## config.mk

```make
export PLATFORM = sky130hd
export DESIGN_NAME = buzzer_driver
export DESIGN_NICKNAME = d
export VERILOG_FILES = /design/src/rtl/buzzer_driver.sv
export SDC_FILE = /design/constraint.sdc
export NUM_CORES = 1
export LEC_CHECK = 0
export BUFFER_PORTS_ARGS = -buffer_cell sky130_fd_sc_hd__buf_2
export CAP_MARGIN = 20
export CORE_UTILIZATION = 60
export CTS_BUF_LIST = sky130_fd_sc_hd__clkbuf_4
export CTS_CLUSTER_DIAMETER = 80
export DETAILED_ROUTE_END_ITERATION = 10
export PLACE_DENSITY_LB_ADDON = 0.1
export SYNTH_ARGS = -nofsm -noshare
export SYNTH_HDL_FRONTEND = slang
export SYNTH_SLANG_ARGS = --single-unit
```

## constraint.sdc

```tcl
create_clock -name clk -period 6.05 [get_ports clk]
set_input_delay 0.605 -clock clk [delete_from_list [all_inputs] [get_ports clk]]
set_output_delay 0.605 -clock clk [all_outputs]
set_load 0.01 [all_outputs]
```

## src/rtl/buzzer_driver.sv

```systemverilog
// Tone-word to square-wave converter for a passive buzzer: a bit-serial divider
// turns Hz into a half-period, and the output switches pitch only on its own edges.
module buzzer_driver #(
    parameter int CLK_HZ = 12_000_000,
    parameter int MIN_HZ = 20,
    parameter int MAX_HZ = 20_000,
    parameter int DIV_W  = 24
) (
    input  logic        clk,
    input  logic        rst_n,
    input  logic [15:0] tone,
    input  logic        mute,
    output logic        beep,
    output logic        active,
    output logic        busy
);
    typedef enum logic [1:0] {IDLE, DIV, LOAD} state_t;

    localparam logic [15:0]      MIN_T    = 16'(MIN_HZ);
    localparam logic [15:0]      MAX_T    = 16'(MAX_HZ);
    localparam logic [DIV_W-1:0] DIVIDEND = DIV_W'(CLK_HZ);
    localparam int               CW       = $clog2(DIV_W);
    localparam logic [CW-1:0]    LAST_BIT = CW'(DIV_W - 1);

    state_t           state;
    logic [15:0]      tone_q;
    logic [15:0]      cur_tone;
    logic [16:0]      divisor;
    logic [16:0]      rem;
    logic [DIV_W-1:0] dvd;
    logic [DIV_W-1:0] quo;
    logic [CW-1:0]    cnt;
    logic [DIV_W-1:0] pending_hp;
    logic [DIV_W-1:0] hp;
    logic [DIV_W-1:0] hc;

    logic             tone_valid;
    logic [17:0]      rem_shift;
    logic             fits;
    logic [16:0]      rem_next;
    logic [DIV_W-1:0] quo_next;

    assign tone_valid = (tone_q >= MIN_T) && (tone_q <= MAX_T);

    // One restoring step: bring down the next dividend bit, subtract if it fits.
    assign rem_shift = {rem, dvd[DIV_W-1]};
    assign fits      = rem_shift >= {1'b0, divisor};
    assign rem_next  = fits ? 17'(rem_shift - {1'b0, divisor}) : rem_shift[16:0];
    assign quo_next  = {quo[DIV_W-2:0], fits};

    always_ff @(posedge clk or negedge rst_n) begin
        if (!rst_n) begin
            state      <= IDLE;
            tone_q     <= '0;
            cur_tone   <= '0;
            divisor    <= '0;
            rem        <= '0;
            dvd        <= '0;
            quo        <= '0;
            cnt        <= '0;
            pending_hp <= '0;
            busy       <= 1'b0;
        end else begin
            tone_q <= tone;
            case (state)
                IDLE: begin
                    if (tone_q != cur_tone) begin
                        cur_tone <= tone_q;
                        if (tone_valid) begin
                            state   <= DIV;
                            busy    <= 1'b1;
                            divisor <= {tone_q, 1'b0};
                            rem     <= '0;
                            dvd     <= DIVIDEND;
                            quo     <= '0;
                            cnt     <= '0;
                        end else begin
                            pending_hp <= '0;
                        end
                    end
                end
                DIV: begin
                    rem <= rem_next;
                    dvd <= {dvd[DIV_W-2:0], 1'b0};
                    quo <= quo_next;
                    cnt <= cnt + 1'b1;
                    // Final bit: pending_hp is visible during LOAD, so a silent
                    // output can start on the edge that leaves LOAD.
                    if (cnt == LAST_BIT) begin
                        state      <= LOAD;
                        busy       <= 1'b0;
                        pending_hp <= (quo_next == '0) ? DIV_W'(1) : quo_next;
                    end
                end
                LOAD:    state <= IDLE;
                default: state <= IDLE;
            endcase
        end
    end

    // Output generator: active doubles as the "currently toggling" flag, so a
    // silent or muted output restarts cleanly from beep=1 with hc at zero.
    always_ff @(posedge clk or negedge rst_n) begin
        if (!rst_n) begin
            hp     <= '0;
            hc     <= '0;
            beep   <= 1'b0;
            active <= 1'b0;
        end else if (mute) begin
            hp     <= pending_hp;
            hc     <= '0;
            beep   <= 1'b0;
            active <= 1'b0;
        end else if (!active) begin
            hp     <= pending_hp;
            hc     <= '0;
            beep   <= (pending_hp != '0);
            active <= (pending_hp != '0);
        end else if (hc == hp - 1'b1) begin
            hc     <= '0;
            hp     <= pending_hp;
            beep   <= (pending_hp != '0) && !beep;
            active <= (pending_hp != '0);
        end else begin
            hc <= hc + 1'b1;
        end
    end
endmodule

```

==> flow_metrics.py, run 1 <==
metrics = {
    "worst_setup_path": {
        "critPathKind": "reg -> reg",
        "crit_slowest_cell": "nor3b_1",
        "crit_required_ns": 6.52,
        "reg2reg_slack_ns": 2.27,
        "cpMostUsedCell": "mux2_1",
        "end_kind": "register",
        "critPathLaunchType": "register",
        "crit_chain": "inv_1 > ha_1 > nor3b_1 > nor4b_2 > mux2_1 > mux2i_1 > a211oi_1 > o2111ai_1 > nand2_2 > buf_4 > mux2_1",
        "crit_fanout": 29,
        "max_stage_delay_ns": 0.60,
        "worst_ep_arrival_time_ns": 4.25,
    },
    "placement": {
        "globalplace.congestion": 0.8438,
        "postPlaceCellArea_um2": 9238,
        "portBuffers": 21,
        "dp_hpwl_um": 12640,
        "dpl_worst_slack_ns": 2.252,
    },
    "route": {
        "drc": 0,
        "dr.pass1.iters": 5,
        "wire_per_inst_um": 18.09,
        "wl_um": 18110,
        "vias": 6176,
        "drt_iter0_markers": 392,
        "final_antenna_net_count": 0,
        "via_per_inst": 6.170,
    },
    "timing": {
        "fin_ws_ns": 2.268,
        "setup_viol": 0,
        "max_slew_margin_pct": 39.27,
        "tightest_slew_ns": 0.9110,
        "max_freq_ghz": 0.2644,
        "rsz0062_at_grt": "false",
        "final.setup_skew_ns": 0.01710,
        "hold_viol_final": 0,
        "tns_ns": 0,
        "maxSlewViolCount": 0,
        "fin_crit_sh_pct": 62.52,
        "post-route-min-period_ns": 3.782,
    },
    "clocking": {
        "clockBufferDepth": 2,
        "ctsHoldBuffers": 0,
        "cts_setup_buffers": 0,
        "clock_latency_ns": 0.58,
        "cts_tree": "done",
        "path_clk_slew_ns": 0.15,
        "cts_sinks": 186,
        "cts_root_buf": "clkbuf_4",
        "cts_buffers": 17,
        "cts.htree.levels": 4,
        "postCtsResizedCells": 0,
    },
    "layout": {
        "antennaDiodeCount": 0,
        "ff_latch_area_um2": 4654,
        "finalInstanceArea_um2": 9595,
        "syn2layout_area_growth_pct": 6.647,
        "multi_input_area_um2": 4093,
        "drive_above_1_share_pct": 13.46,
        "fillers": 1125,
        "finalNetCount": 843,
    },
    "logic_synthesis": {
        "synth_cell_types": 73,
        "synthMuxAreaShare_pct": 8.052,
        "synth_area_leaders": "dfrtp_1 52%, a22o_1 5.4%, xnor2_1 4.6%",
        "synth_xor_xnor_area_share_pct": 7.593,
        "netlist_instances": 793,
        "synth_area_leader_cell": "dfrtp_1",
        "yosysMostFrequentCell": "dfrtp_1",
        "ys.warnings.count": 0,
        "synth_top_family_by_area": "compound AO/OA/AOI/OAI gates",
        "synth_flop_cell": "dfrtp_1",
        "synthTopCellsByCount": "186 x dfrtp_1, 55 x a22o_1, 50 x nand2_1",
        "ys_seq_elements": 186,
        "postSynthAreaPerCell_um2": 11.35,
        "synth_top_cell_area_share_pct": 51.73,
        "synth_compound_area_share_pct": 13.81,
        "synth-simple-area-share_pct": 12.97,
        "yosysSeqAreaShare_pct": 51.73,
        "netlist_area_um2": 8997,
        "async_flop_share_pct": 100.0,
        "syn_nets": 832,
        "synthAdderAreaFrac_pct": 2.865,
        "synth_edf_count": 0,
    },
    "global_route": {
        "grt_max_degree": 102,
        "grt_overflow": 0,
        "grt_pass1_vias": 6208,
        "track_usage_pct": 24.63,
        "grt_pass1_wl_um": 30660,
        "antenna_found_initial": 0,
    },
    "floorplan": {
        "start_util_pct": 61.67,
        "chipWidth_um": 124.5,
        "boundaryPins": 22,
        "dieArea_um2": 15490,
        "core-area_um2": 14590,
        "fp.dieH_um": 124.5,
        "rows": 44,
    },
    "power": {
        "p_per_area_nw_per_um2": 530.7,
        "vdd_drop_max_uv": 424.2,
        "p_leak_nw": 4.363,
    },
    "hold_path": {
        "min_path_type": "in -> async",
    },
    "run_status": {
        "status": "complete, no violations",
    },
    "flow_run": {
        "cap_violations": 0,
    },
}
worst max-delay path: cells and delay by family (launching register included):
kind | cells | cell delay (ns)
and+or+nand+nor | 3 | 1.41
muxes | 3 | 0.64
buffers and inverters | 2 | 0.49
DFF | 1 | 0.48
AOI/OAI and AO/OA | 2 | 0.44
adders and majority gates | 1 | 0.21
layout by cell type (no fill, tap or decap), types with 6 or more instances in the layout:
cell,netlist,layout
and3_1,10,10
mux2_1,26,26
xnor2_1,47,47
buf_4,2,7
a22o_1,55,55
ha_1,19,19
nor2b_1,6,6
mux2_2,33,33
nor2_1,46,45
nand4_1,13,13
o22a_1,9,9
xor2_1,31,31
o21ai_0,20,20
o211ai_1,8,8
nand3_1,17,17
nor4_1,16,16
or4_1,7,7
nand2_1,50,50
mux2i_1,6,6
a21oi_1,20,19
nor3_1,13,13
dfrtp_1,186,186
buf_2,4,20
clkbuf_4,0,17
inv_1,25,25
layout make-up:
type                    instances  share of cell area, %
inverters                      25                 0.9780
repair buffers                 29                  2.021
well taps                     184                  2.399
clock buffers                  17                  1.330
flip-flops and latches        186                  48.51
multi-input cells             545                  42.65
clock inverters                15                  2.112
sequential cells by signal, indices dropped and copies added (netlist names):
| signal | count |
|---|---|
| cnt | 5 |
| active | 1 |
| hc | 24 |
| cur_tone | 16 |
| dvd | 16 |
| quo | 23 |
| busy | 1 |
| beep | 1 |
| tone_q | 16 |
| state | 2 |
| divisor | 16 |
| pending_hp | 24 |
| rem | 17 |
| hp | 24 |
cells by family (layout without fill, tap and decap cells):
family	Yosys count	count (layout)
AOI/OAI and AO/OA	165	165
xor gates and xnor gates	78	78
adders and majority gates	20	20
buffers and inverters	62	86
DFF	186	186
muxes	65	65
and+or+nand+nor	217	217
per-stage QoR:
step                instances  total power, W  util, %  hold slack, ns
finish                   1001        0.005092    65.77         0.08080
detailed placement        968        0.004357    63.32          0.4781
floorplan                 793        0.003811        -          0.3094
global placement          968        0.004251    63.32          0.4618
CTS                      1000        0.005112    65.58         0.07153
global route             1001        0.005476    65.77         0.05839
worst paths after layout:
path                       startpoint          to  cells after the start
setup / recovery                hp[0]      hp[14]                     11
min in group clk             tone[14]  tone_q[14]                      1
hold reg to reg               dvd[12]     dvd[12]                      1
hold / removal                  rst_n       hc[7]                      1
setup reg to reg                hp[0]      hp[14]                     11
max in group asynchronous       rst_n     rem[10]                      3
where the power goes:
group / switching, W / internal (W)
clock: 0.000480 / 0.000271
combinational: 0.00127 / 0.00115
sequential: 0.000318 / 0.00161
per-layer routing:
layer / global-route usage, % / up-vias / routed length (um)
met2: 42.61 / 113 / 9176
met5: 0 / - / 0
li1: - / 2920 / -
met3: 4.596 / 40 / 531
met1: 30.39 / 3103 / 7875
met4: 9.851 / 0 / 529
(Power assumes the default switching activity.)
==> run 2, diff against run 1 <==
Clock period 6.05 ns to 3.7 ns, I/O delays scaled along.
==> flow_metrics.py, run 2 (synthesized netlist as in run 1, its figures left out) <==
metrics = {
    "timing": {
        "tightest_slew_ns": 0.8877,
        "tns_ns": 0,
        "rsz0062_at_grt": "false",
        "setup_viol": 0,
        "maxSlewViolCount": 0,
        "max_slew_margin_pct": 40.82,
        "max_freq_ghz": 0.2964,
        "final.setup_skew_ns": 0.03371,
        "post-route-min-period_ns": 3.374,
        "fin_crit_sh_pct": 91.19,
        "hold_viol_final": 0,
    },
    "placement": {
        "portBuffers": 21,
        "dp_hpwl_um": 13200,
        "globalplace.congestion": 0.8915,
    },
    "layout": {
        "antennaDiodeCount": 0,
        "fillers": 1078,
        "final_common_cell": "dfrtp_1",
        "finalNetCount": 866,
        "syn2layout_area_growth_pct": 8.914,
        "final_util_pct": 67.17,
        "layout_common_cells": "186 x dfrtp_1, 55 x a22o_1, 50 x nand2_1",
        "drive_above_1_share_pct": 13.81,
        "top_regs": "hc x24, hp x24, pending_hp x24",
    },
    "floorplan": {
        "chipWidth_um": 124.5,
        "fp.dieH_um": 124.5,
        "boundaryPins": 22,
        "dieArea_um2": 15490,
        "rows": 44,
        "start_util_pct": 61.67,
        "core-area_um2": 14590,
    },
    "worst_setup_path": {
        "worst_ep_arrival_time_ns": 3.86,
        "crit_start": "hp[0]",
        "end_kind": "register",
        "crit_slowest_cell": "or4_1",
        "crit_required_ns": 4.19,
        "critPathKind": "reg -> reg",
        "critPathLaunchType": "register",
        "regToRegStartpoint": "hp[0]",
        "crit_chain": "inv_1 > ha_1 > nor4b_1 > nand4_1 > or4_1 > a22oi_1 > and4_1 > o2111ai_1 > nand2_2 > buf_12 > buf_4 > nor2_1",
        "max_stage_delay_ns": 0.54,
        "crit_fanout": 23,
    },
    "global_route": {
        "antenna_found_initial": 0,
        "track_usage_pct": 26.20,
        "grt_overflow": 0,
        "grt_max_degree": 113,
        "grt_pass1_vias": 6295,
        "grt_pass1_wl_um": 32240,
    },
    "power": {
        "p_comb_share_pct": 48.3,
        "pwr-share-seq_pct": 37.7,
        "p_per_area_nw_per_um2": 859.3,
        "swShare_pct": 41.03,
        "power_frac_clock_pct": 14.0,
        "p_int_w": 0.004965,
        "power_w": 0.008420,
        "p_sw_w": 0.003455,
        "p_leak_nw": 4.457,
        "vdd_drop_max_uv": 772.5,
    },
    "hold_path": {
        "holdCritStartpoint": "mute",
        "min_path_type": "in -> reg",
    },
    "clocking": {
        "clock_latency_ns": 0.61,
        "cts_sinks": 186,
        "path_clk_slew_ns": 0.16,
        "cts.htree.levels": 4,
        "clockBufferDepth": 2,
        "cts_buffers": 17,
        "cts_setup_buffers": 0,
        "cts_tree": "done",
        "cts_root_buf": "clkbuf_4",
        "postCtsResizedCells": 0,
    },
    "run_status": {
        "status": "complete, no violations",
    },
    "route": {
        "drc": 0,
        "final_antenna_net_count": 0,
        "drt_iter0_markers": 426,
        "wl_um": 19190,
        "via_per_inst": 6.181,
        "dr.pass1.iters": 5,
        "wire_per_inst_um": 18.74,
        "vias": 6329,
    },
    "flow_run": {
        "cap_violations": 0,
    },
}
==> run 2: changes by cell type in the layout (fill, tap and decap cells not counted) <==
cell           before  now
dlygate4sd3_1       0   17
buf_16              1    0
inv_6               5    4
inv_8               3    5
buf_12              0    2
bufinv_16           2    1
buf_4               7   12
==> run 2: final timing paths <==
check	end	slack, ns	cells after the start
setup / recovery	hc[4]	0.33	12
hold / removal	active	0.09	3
setup reg to reg	hc[4]	0.33	12
hold reg to reg	dvd[8]	0.50	2
max in group asynchronous	cur_tone[14]	2.30	3
min in group asynchronous	hc[14]	0.44	2
==> run 2: metrics by stage <==
step | hold WS, ns | worst slack [ns] | std cells | cell area (um2)
6_report | 0.08517 | 0.3258 | 1024 | 9799
5_1_grt | 0.06623 | 0.07341 | 1024 | 9799
4_1_cts | 0.03212 | 0.3741 | 1024 | 9799
3_5_place_dp | 0.4692 | 0.4009 | 975 | 9315
3_3_place_gp | 0.4655 | 0.5233 | 975 | 9315
2_1_floorplan | 0.07441 | 0.9102 | 793 | 8997
==> run 2: timing repair <==
item | in CTS | in global routing
endpoints found under the setup margin | 0 | 0
hold endpoints to repair | 126 | 0
hold buffers | 17 | 0
==> run 2: layout make-up <==
cell class	count	area, um2	area share [%]
inverters	25	93.84	0.9576
multi-input cells	545	4093	41.76
flip-flops and latches	186	4654	47.50
clock inverters	15	186.4	1.902
repair buffers	52	414.1	4.226
clock buffers	17	127.6	1.302
well taps	184	230.2	2.349
==> run 2: power by group through the flow <==
stage	Clock (W)	Combinational [W]	Sequential (W)
2_1_floorplan	0	0.00321	0.00302
3_3_place_gp	0	0.00387	0.00318
3_5_place_dp	0	0.00402	0.00321
4_1_cts	0.00121	0.00406	0.00317
5_1_grt	0.00129	0.00451	0.00325
6_report	0.00118	0.00406	0.00318
==> run 2: critical path: cells and delay by family, from the launching register on <==
kind | cells | cell delay, ns
buffers and inverters | 3 | 0.56
DFF | 1 | 0.48
AOI/OAI and AO/OA | 2 | 0.34
and+or+nand+nor | 6 | 1.68
adders and majority gates | 1 | 0.22
==> run 2: metal layers <==
metal	up-vias	track usage [%]	share of wire (%)	routed length [um]
met4	0	8.009	1.8	340
met1	3226	33.67	44	8432
met5	-	0	0	0
li1	2967	-	-	-
met3	23	4.811	2.7	527
met2	113	45.01	52	9888
==> run 3, diff against run 2 <==
Clock period 3.7 ns to 4.4 ns, I/O delays scaled along.
==> flow_metrics.py, run 3 (synthesized netlist as in run 1, its figures left out) <==
metrics = {
    "run_status": {
        "status": "complete, no violations",
    },
    "timing": {
        "rsz0062_at_grt": "false",
        "maxSlewViolCount": 0,
        "post-route-min-period_ns": 3.701,
        "setup_viol": 0,
        "max_slew_margin_pct": 35.49,
        "final.setup_skew_ns": 0.02257,
        "max_freq_ghz": 0.2702,
        "tightest_slew_ns": 0.9677,
        "hold_viol_final": 0,
        "fin_crit_sh_pct": 84.12,
        "tns_ns": 0,
        "fin_ws_ns": 0.6989,
    },
    "floorplan": {
        "start_util_pct": 61.67,
        "dieArea_um2": 15490,
        "fp.dieH_um": 124.5,
        "chipWidth_um": 124.5,
        "core-area_um2": 14590,
        "boundaryPins": 22,
        "rows": 44,
    },
    "clocking": {
        "cts_buffers": 17,
        "clock_latency_ns": 0.58,
        "cts.htree.levels": 4,
        "postCtsResizedCells": 0,
        "cts_sinks": 186,
        "path_clk_slew_ns": 0.15,
        "cts_root_buf": "clkbuf_4",
        "cts_setup_buffers": 0,
        "cts_tree": "done",
        "clockBufferDepth": 2,
    },
    "worst_setup_path": {
        "regToRegStartpoint": "hp[0]",
        "critPathKind": "reg -> reg",
        "crit_fanout": 32,
        "crit_start": "hp[0]",
        "worst_ep_arrival_time_ns": 4.17,
        "reg2reg_slack_ns": 0.70,
        "crit_required_ns": 4.87,
        "worstReg2RegEnd": "hc[5]",
        "end_kind": "register",
        "r2r_cells": 11,
        "critPathLaunchType": "register",
        "crit_end": "hc[5]",
    },
    "global_route": {
        "top_usage_layer": "met2",
        "antenna_found_initial": 1,
        "gr-usage-met1_pct": 33.50,
        "grt_pass1_vias": 6392,
        "track_usage_pct": 25.80,
        "grt_overflow": 0,
        "grtUsageMet3_pct": 4.639,
        "grt_max_degree": 95,
        "grt_pass1_wl_um": 32130,
        "grt_util_met2_pct": 43.61,
    },
    "power": {
        "p_comb_share_pct": 48.4,
        "p_leak_nw": 4.395,
        "power_frac_clock_pct": 13.0,
        "p_per_area_nw_per_um2": 712.0,
        "p_sw_w": 0.002841,
        "vdd_drop_max_uv": 573.8,
        "p_int_w": 0.004055,
        "pwr-share-seq_pct": 38.5,
        "swShare_pct": 41.19,
    },
    "layout": {
        "top_regs": "hc x24, hp x24, pending_hp x24",
        "multi_input_area_um2": 4093,
        "final_common_cell": "dfrtp_1",
        "finalInstanceArea_um2": 9686,
        "ff_latch_area_um2": 4654,
        "syn2layout_area_growth_pct": 7.648,
        "finalNetCount": 860,
        "layout_common_cells": "186 x dfrtp_1, 55 x a22o_1, 50 x nand2_1",
        "fillers": 1095,
        "drive_above_1_share_pct": 13.07,
    },
    "route": {
        "wl_um": 18730,
        "via_per_inst": 6.169,
        "final_antenna_net_count": 0,
        "dr.pass1.iters": 6,
        "vias": 6286,
        "drt_iter0_markers": 467,
        "drc": 0,
        "wire_per_inst_um": 18.38,
    },
    "placement": {
        "postPlaceCellArea_um2": 9245,
        "globalplace.congestion": 0.8972,
        "portBuffers": 21,
        "dp_hpwl_um": 13040,
        "dpl_worst_slack_ns": 0.7055,
    },
    "flow_run": {
        "cap_violations": 0,
    },
    "hold_path": {
        "min_path_type": "in -> reg",
    },
}
-- run 3: how the worst min path moves through the flow --
stage | startpoint | to | slack (ns) | cells after the start
after detailed placement | dvd[12] | dvd[12] | 0.48 | 1
after floorplan | rst_n | active | 0.14 | 0
after CTS | mute | active | 0.14 | 3
after global routing | mute | active | 0.17 | 3
final | mute | active | 0.18 | 3
after global placement | dvd[8] | dvd[8] | 0.47 | 2
-- run 3: critical path, cell delays in order (launching register included) --
cell       delay [ns]
dfrtp_1          0.48
inv_1            0.09
ha_1             0.21
nor3b_1          0.61
nor4b_2          0.42
mux2_1           0.19
mux2i_1          0.07
a211oi_1         0.30
o2111ai_1        0.21
nand2_2          0.59
buf_4            0.35
nor2_1           0.08
-- run 3: cell type report --
class	instances	area share [%]
antenna	1	0.02584
clock buffer	18	1.395
clock inverter	14	1.369
inverter	25	0.9689
multi-input combinational	545	42.26
sequential	186	48.06
tap	184	2.377
timing repair buffer	46	3.553
-- run 3: repair_timing --
item                                    in CTS  in global routing
hold buffers                                17                  0
endpoints found under the setup margin       0                  0
hold endpoints to repair                   108                  0
-- run 3: through the flow --
step | hold WS, ns | util [%] | total power [W] | instances
floorplan | 0.1444 | - | 0.005241 | 793
global placement | 0.4671 | 63.37 | 0.005871 | 969
detailed placement | 0.4777 | 63.37 | 0.005995 | 969
CTS | 0.1433 | 66.37 | 0.006908 | 1018
global route | 0.1734 | 66.39 | 0.007462 | 1019
finish | 0.1847 | 66.39 | 0.006896 | 1019
-- run 3: power groups by stage --
stage | Combinational [W] | Sequential (W) | Clock, W
2_1_floorplan | 0.00270 | 0.00254 | 0
3_3_place_gp | 0.00320 | 0.00267 | 0
3_5_place_dp | 0.00330 | 0.00269 | 0
4_1_cts | 0.00333 | 0.00265 | 0.000922
5_1_grt | 0.00374 | 0.00273 | 0.000997
6_report | 0.00334 | 0.00266 | 0.000898
-- run 3: layer usage --
metal  vias up  routed length, um
li1       2950                  -
met1      3182               8267
met2       120               9500
met3        34                511
met4         0                454
met5         -                  0
